**src/rtl/bit_serializer_if.sv**
```systemverilog
// +----------------------------------------------------------------------+
// | bit_serializer_if : word-in / bit-out bus of the serializer           |
// | Revision 1.0                                                          |
// +----------------------------------------------------------------------+
`default_nettype none

interface bit_serializer_if #(
  parameter int WIDTH = 8
);
  logic [WIDTH-1:0] in_data;
  logic             in_valid;
  logic             in_ready;
  logic             ser_bit;
  logic             ser_valid;
  logic             ser_last;
  logic             busy;

  // Source side: offers words, watches the serial stream.
  modport master (
    output in_data, in_valid,
    input  in_ready, ser_bit, ser_valid, ser_last, busy
  );

  // Serializer side.
  modport slave (
    input  in_data, in_valid,
    output in_ready, ser_bit, ser_valid, ser_last, busy
  );
endinterface

`default_nettype wire

```
**src/rtl/bit_serializer.sv**
```systemverilog
// +----------------------------------------------------------------------+
// | bit_serializer : parallel-to-serial front end, one-word holding buffer|
// | Revision 1.0                                                          |
// +----------------------------------------------------------------------+
`default_nettype none

module bit_serializer #(
  parameter int   WIDTH     = 8,
  parameter bit   MSB_FIRST = 1'b1,
  parameter logic IDLE_BIT  = 1'b0
) (
  input  wire logic       clk,
  input  wire logic       reset,
  bit_serializer_if.slave bus
);

  localparam int CNT_W = $clog2(WIDTH);
  localparam logic [CNT_W-1:0] LAST_CNT = CNT_W'(WIDTH - 1);

  typedef enum logic [0:0] {
    IDLE  = 1'b0,
    SHIFT = 1'b1
  } state_t;

  state_t           state, state_n;
  logic [WIDTH-1:0] sreg, sreg_n;
  logic [CNT_W-1:0] cnt, cnt_n;
  logic [WIDTH-1:0] hold_data, hold_data_n;
  logic             hold_full, hold_full_n;

  logic             accept;
  logic             at_last;
  logic [WIDTH-1:0] sreg_shifted;

  assign bus.in_ready = !hold_full && !reset;
  assign accept       = bus.in_valid && bus.in_ready;
  assign at_last      = (cnt == LAST_CNT);

  // Shift toward whichever end feeds ser_bit; vacated bit fills with 0.
  assign sreg_shifted = MSB_FIRST ? {sreg[WIDTH-2:0], 1'b0}
                                  : {1'b0, sreg[WIDTH-1:1]};

  always_ff @(posedge clk or posedge reset) begin
    if (reset) begin
      state     <= IDLE;
      sreg      <= '0;
      cnt       <= '0;
      hold_data <= '0;
      hold_full <= 1'b0;
    end else begin
      state     <= state_n;
      sreg      <= sreg_n;
      cnt       <= cnt_n;
      hold_data <= hold_data_n;
      hold_full <= hold_full_n;
    end
  end

  always_comb begin
    state_n     = state;
    sreg_n      = sreg;
    cnt_n       = cnt;
    hold_data_n = hold_data;
    hold_full_n = hold_full;

    case (state)
      IDLE: begin
        // Bypass: a word taken while idle goes straight to the shifter.
        if (accept) begin
          sreg_n  = bus.in_data;
          cnt_n   = '0;
          state_n = SHIFT;
        end
      end

      SHIFT: begin
        if (!at_last) begin
          sreg_n = sreg_shifted;
          cnt_n  = cnt + 1'b1;
          if (accept) begin
            hold_data_n = bus.in_data;
            hold_full_n = 1'b1;
          end
        end else begin
          cnt_n = '0;
          if (hold_full) begin
            sreg_n      = hold_data;
            hold_full_n = 1'b0;
          end else if (accept) begin
            sreg_n = bus.in_data;
          end else begin
            state_n = IDLE;
          end
        end
      end

      default: state_n = IDLE;
    endcase
  end

  assign bus.ser_valid = (state == SHIFT);
  assign bus.ser_bit   = (state == SHIFT)
                         ? (MSB_FIRST ? sreg[WIDTH-1] : sreg[0])
                         : IDLE_BIT;
  assign bus.ser_last  = (state == SHIFT) && at_last;
  assign bus.busy      = (state == SHIFT) || hold_full;

endmodule

`default_nettype wire

```
**src/flat_wrapper.sv**
```systemverilog
// flat-port wrapper written by rule: the top's interface ports become plain ports
module bit_serializer_flat 
#(
  parameter int   WIDTH     = 8,
  parameter bit   MSB_FIRST = 1'b1,
  parameter logic IDLE_BIT  = 1'b0
)
  (clk, reset, bus_in_data, bus_in_valid, bus_in_ready, bus_ser_bit, bus_ser_valid, bus_ser_last, bus_busy);
  bit_serializer_if #(.WIDTH(WIDTH)) bus_i ();
  input  wire logic clk;
  input  wire logic reset;
  input wire logic [$bits(bus_i.in_data)-1:0] bus_in_data;
  input wire logic [$bits(bus_i.in_valid)-1:0] bus_in_valid;
  output wire logic [$bits(bus_i.in_ready)-1:0] bus_in_ready;
  output wire logic [$bits(bus_i.ser_bit)-1:0] bus_ser_bit;
  output wire logic [$bits(bus_i.ser_valid)-1:0] bus_ser_valid;
  output wire logic [$bits(bus_i.ser_last)-1:0] bus_ser_last;
  output wire logic [$bits(bus_i.busy)-1:0] bus_busy;
  assign bus_i.in_data = bus_in_data;
  assign bus_i.in_valid = bus_in_valid;
  assign bus_in_ready = bus_i.in_ready;
  assign bus_ser_bit = bus_i.ser_bit;
  assign bus_ser_valid = bus_i.ser_valid;
  assign bus_ser_last = bus_i.ser_last;
  assign bus_busy = bus_i.busy;
  bit_serializer #(.WIDTH(WIDTH), .MSB_FIRST(MSB_FIRST), .IDLE_BIT(IDLE_BIT)) u_core (.clk(clk), .reset(reset), .bus(bus_i));
endmodule
```
**config.mk**
```make
export PLATFORM = sky130hd
export DESIGN_NAME = bit_serializer_flat
export DESIGN_NICKNAME = d
export VERILOG_FILES = /design/src/rtl/bit_serializer_if.sv /design/src/rtl/bit_serializer.sv /design/src/flat_wrapper.sv
export SDC_FILE = /design/constraint.sdc
export NUM_CORES = 1
export LEC_CHECK = 0
export ABC_AREA = 1
export BUFFER_PORTS_ARGS = -buffer_cell sky130_fd_sc_hd__buf_2
export CAP_MARGIN = 40
export CELL_PAD_IN_SITES_DETAIL_PLACEMENT = 1
export CELL_PAD_IN_SITES_GLOBAL_PLACEMENT = 2
export CORE_MARGIN = 10
export CORE_UTILIZATION = 29
export DETAILED_ROUTE_END_ITERATION = 8
export PLACE_DENSITY = 0.75
export SLEW_MARGIN = 20
export SYNTH_ARGS = -nofsm -noshare
export SYNTH_HDL_FRONTEND = slang
export SYNTH_SLANG_ARGS = --single-unit
```
**constraint.sdc**
```tcl
create_clock -name clk -period 1.35 [get_ports clk]
set_input_delay 0.27 -clock clk [delete_from_list [all_inputs] [get_ports clk]]
set_output_delay 0.27 -clock clk [all_outputs]
set_load 0.005 [all_outputs]
```
==> flow_summary.yaml <==
cts:
  clock_latency_ns: 0.27
  cts_buffers: 3
  hold_buffers: 0
  htreeDepth: 1
  cts_tree: "yes"
  cts-root-buf: "clkbuf_8"
  clock_sinks: 21
  path_clk_slew_ns: 0.08
  cts.path.max_buffers: 2
detailed_routing:
  drcViolationCount: 0
  wl_um: 3180
  vias: 1067
  dr.pass1.iters: 4
  drtIter0Drc: 36
  drtAntennaViolNets: 0
  wl_per_cell_um: 13.9
  viasPerCell: 4.66
finish:
  drive_above_1_share: 0.337
  diodes: 0
  fin_area_um2: 1520
  stdcell_count: 229
  final_core_util: 0.411
  area_delta_synth_final_pct: 35.0
  fin_nets: 195
global_routing:
  grt_first_pass_wirelength_um: 5280
  grt_usage: 0.101
  grtUsageMet1: 0.119
  grt_pass1_vias: 1111
  grt_max_degree: 22
  antenna_found_initial: 0
  grt-busiest-layer: "met2"
  use_met2: 0.174
  gr-usage-met3: 0.0173
  grt_remaining_overflow: 0
power_and_ir_drop:
  leakage_nw: 0.828
  p_per_area_nw_per_um2: 2100
  peakVddDrop_v: 0.000591
  p_total_mw: 3.18
critical_path:
  critPathKind: "flop to output port"
  cp.required_ns: 1.08
  path_max_fanout: 2
  worstSetupStartpointType: "flop"
  cp.arrival_ns: 1.26
  end_kind: "output port"
synthesis:
  yosys.area_share.simple: 0.370
  synth_compound_area_frac: 0.0401
  yosysWarningCount: 0
  ys_seq_elements: 21
  muxShareOfSynthArea: 0
  ys_types: 16
  synth_nets: 160
  netlist_area_um2: 1120
  syn_area_per_cell_um2: 7.63
  ys_seq_area_frac: 0.468
  syn_inst: 147
  synthAdderAreaFrac: 0.0223
  synth_xor_area_frac: 0
  synth_top_family_by_area: "simple AND/OR/NAND/NOR gates"
sta:
  rsz0062_at_grt: "yes"
  tns_ns: -1.47
  fmax_ghz: 0.655
  tightestPinTransition_ns: 0.324
  hold_slack_ns: 0.0751
  hold_viol_final: 0
  fin_skew_ns: 0.00224
  setup_viol: 18
  fin_ws_ns: -0.176
  slew_viol_final: 0
  fin_crit_sh: 1.13
  fin_crit_ns: 1.53
  slew_headroom: 0.783
placed_design:
  place_hpwl_um: 2290
  place_area_um2: 1320
  port_buffers: 15
  gp_congestion: 0.786
  place_inst: 216
  pre_cts_ws_ns: -0.0980
outcome:
  outcome: "finished with violations"
  violations: "setup timing"
die:
  chipWidth_um: 82.2
  core_area_um2: 3690
  pin_count: 16
  dieArea_um2: 6760
  die_h_um: 82.2
  start_util: 0.304
  row_count: 22
worst_hold_path:
  min_path_type: "primary input to asynchronous set/reset pin"
run:
  cap_violations: 0
registers in the layout (all words and copies together), names as in the netlist:
name / cells
u_core.cnt: 3
u_core.hold_full: 1
u_core.sreg: 8
u_core.hold_data: 8
u_core.bus.ser_valid: 1
power by group:
part           leakage (nW)  internal, mW  total [mW]  switching, mW
logic                 0.539         0.739        1.62          0.884
registers             0.263         0.915        1.12          0.207
clock network        0.0255         0.206       0.437          0.230
cells in the final DEF, fill, tap and decap left out, drive strengths merged:
cell / synthesis / routed
clkbuf: 0 / 3
nand3: 21 / 22
nand2: 58 / 58
clkinv: 0 / 1
o21ai: 2 / 2
ha: 2 / 2
a21oi: 7 / 7
buf: 4 / 33
nor2: 10 / 10
inv: 22 / 22
dfrtp: 21 / 21
path summary, 6_finish.rpt:
check / from / endpoint / slack [ns] / cells past startpoint
worst max-delay path: u_core.cnt[0]$_DFFE_PP0P_ / bus_ser_last / -0.18 / 5
min in group clk: bus_in_data[4] / u_core.hold_data[4]$_DFFE_PP0P_ / 0.21 / 3
worst min-delay path: reset / u_core.sreg[0]$_DFF_PP0_ / 0.08 / 3
worst min register to register: u_core.hold_data[1]$_DFFE_PP0P_ / u_core.hold_data[1]$_DFFE_PP0P_ / 0.49 / 2
worst max register to register: u_core.cnt[0]$_DFFE_PP0P_ / u_core.hold_data[3]$_DFFE_PP0P_ / -0.13 / 8
max in group asynchronous: reset / u_core.bus.ser_valid$_DFF_PP0_ / 1.03 / 3
cells in the mapped netlist:
cell type / instances / area share
o21ai_1: 2 / 0.0089
inv_1: 20 / 0.067
inv_2: 2 / 0.0067
buf_4: 1 / 0.0067
nand2_2: 1 / 0.0056
nor2_4: 1 / 0.010
ha_1: 2 / 0.022
buf_6: 1 / 0.010
nand3_4: 1 / 0.016
dfrtp_1: 21 / 0.47
nor2_8: 2 / 0.036
a21oi_1: 7 / 0.031
nand3_1: 20 / 0.089
buf_2: 2 / 0.0089
nand2_1: 57 / 0.19
nor2_1: 7 / 0.023
final cells by class:
type,count,area [um2]
Fill cell,469,2170
Multi-Input combinational cell,101,554
Sequential cell,21,527
Timing Repair Buffer,33,240
Inverter,22,87.6
Tap cell,48,60.1
Clock buffer,3,41.3
Clock inverter,1,5.00
critical path: stages, from the launching register on:
cell	delay [ns]
dfrtp_1	0.40
ha_2	0.21
ha_4	0.17
nand2_4	0.07
inv_2	0.04
buf_6	0.10
per-layer routing:
layer / up-vias / part of all wire
met5: - / 0
met4: 0 / 0.014
met3: 4 / 0.021
met2: 11 / 0.52
met1: 530 / 0.45
li1: 522 / -
logic make-up (layout without fill, tap and decap cells):
family	after synthesis	count (layout)
adders and majority gates	2	2
buffers and inverters	26	59
DFF	21	21
and+or+nand+nor	89	90
AOI/OAI and AO/OA	9	9
what timing repair did:
action | CTS | global route
resized for setup | 10 | 13
pin swaps | 5 | 9
gates cloned | 0 | 1
setup buffers | 7 | 2
endpoints found under the setup margin | 20 | 21
Power figures use the tool's default switching activity.
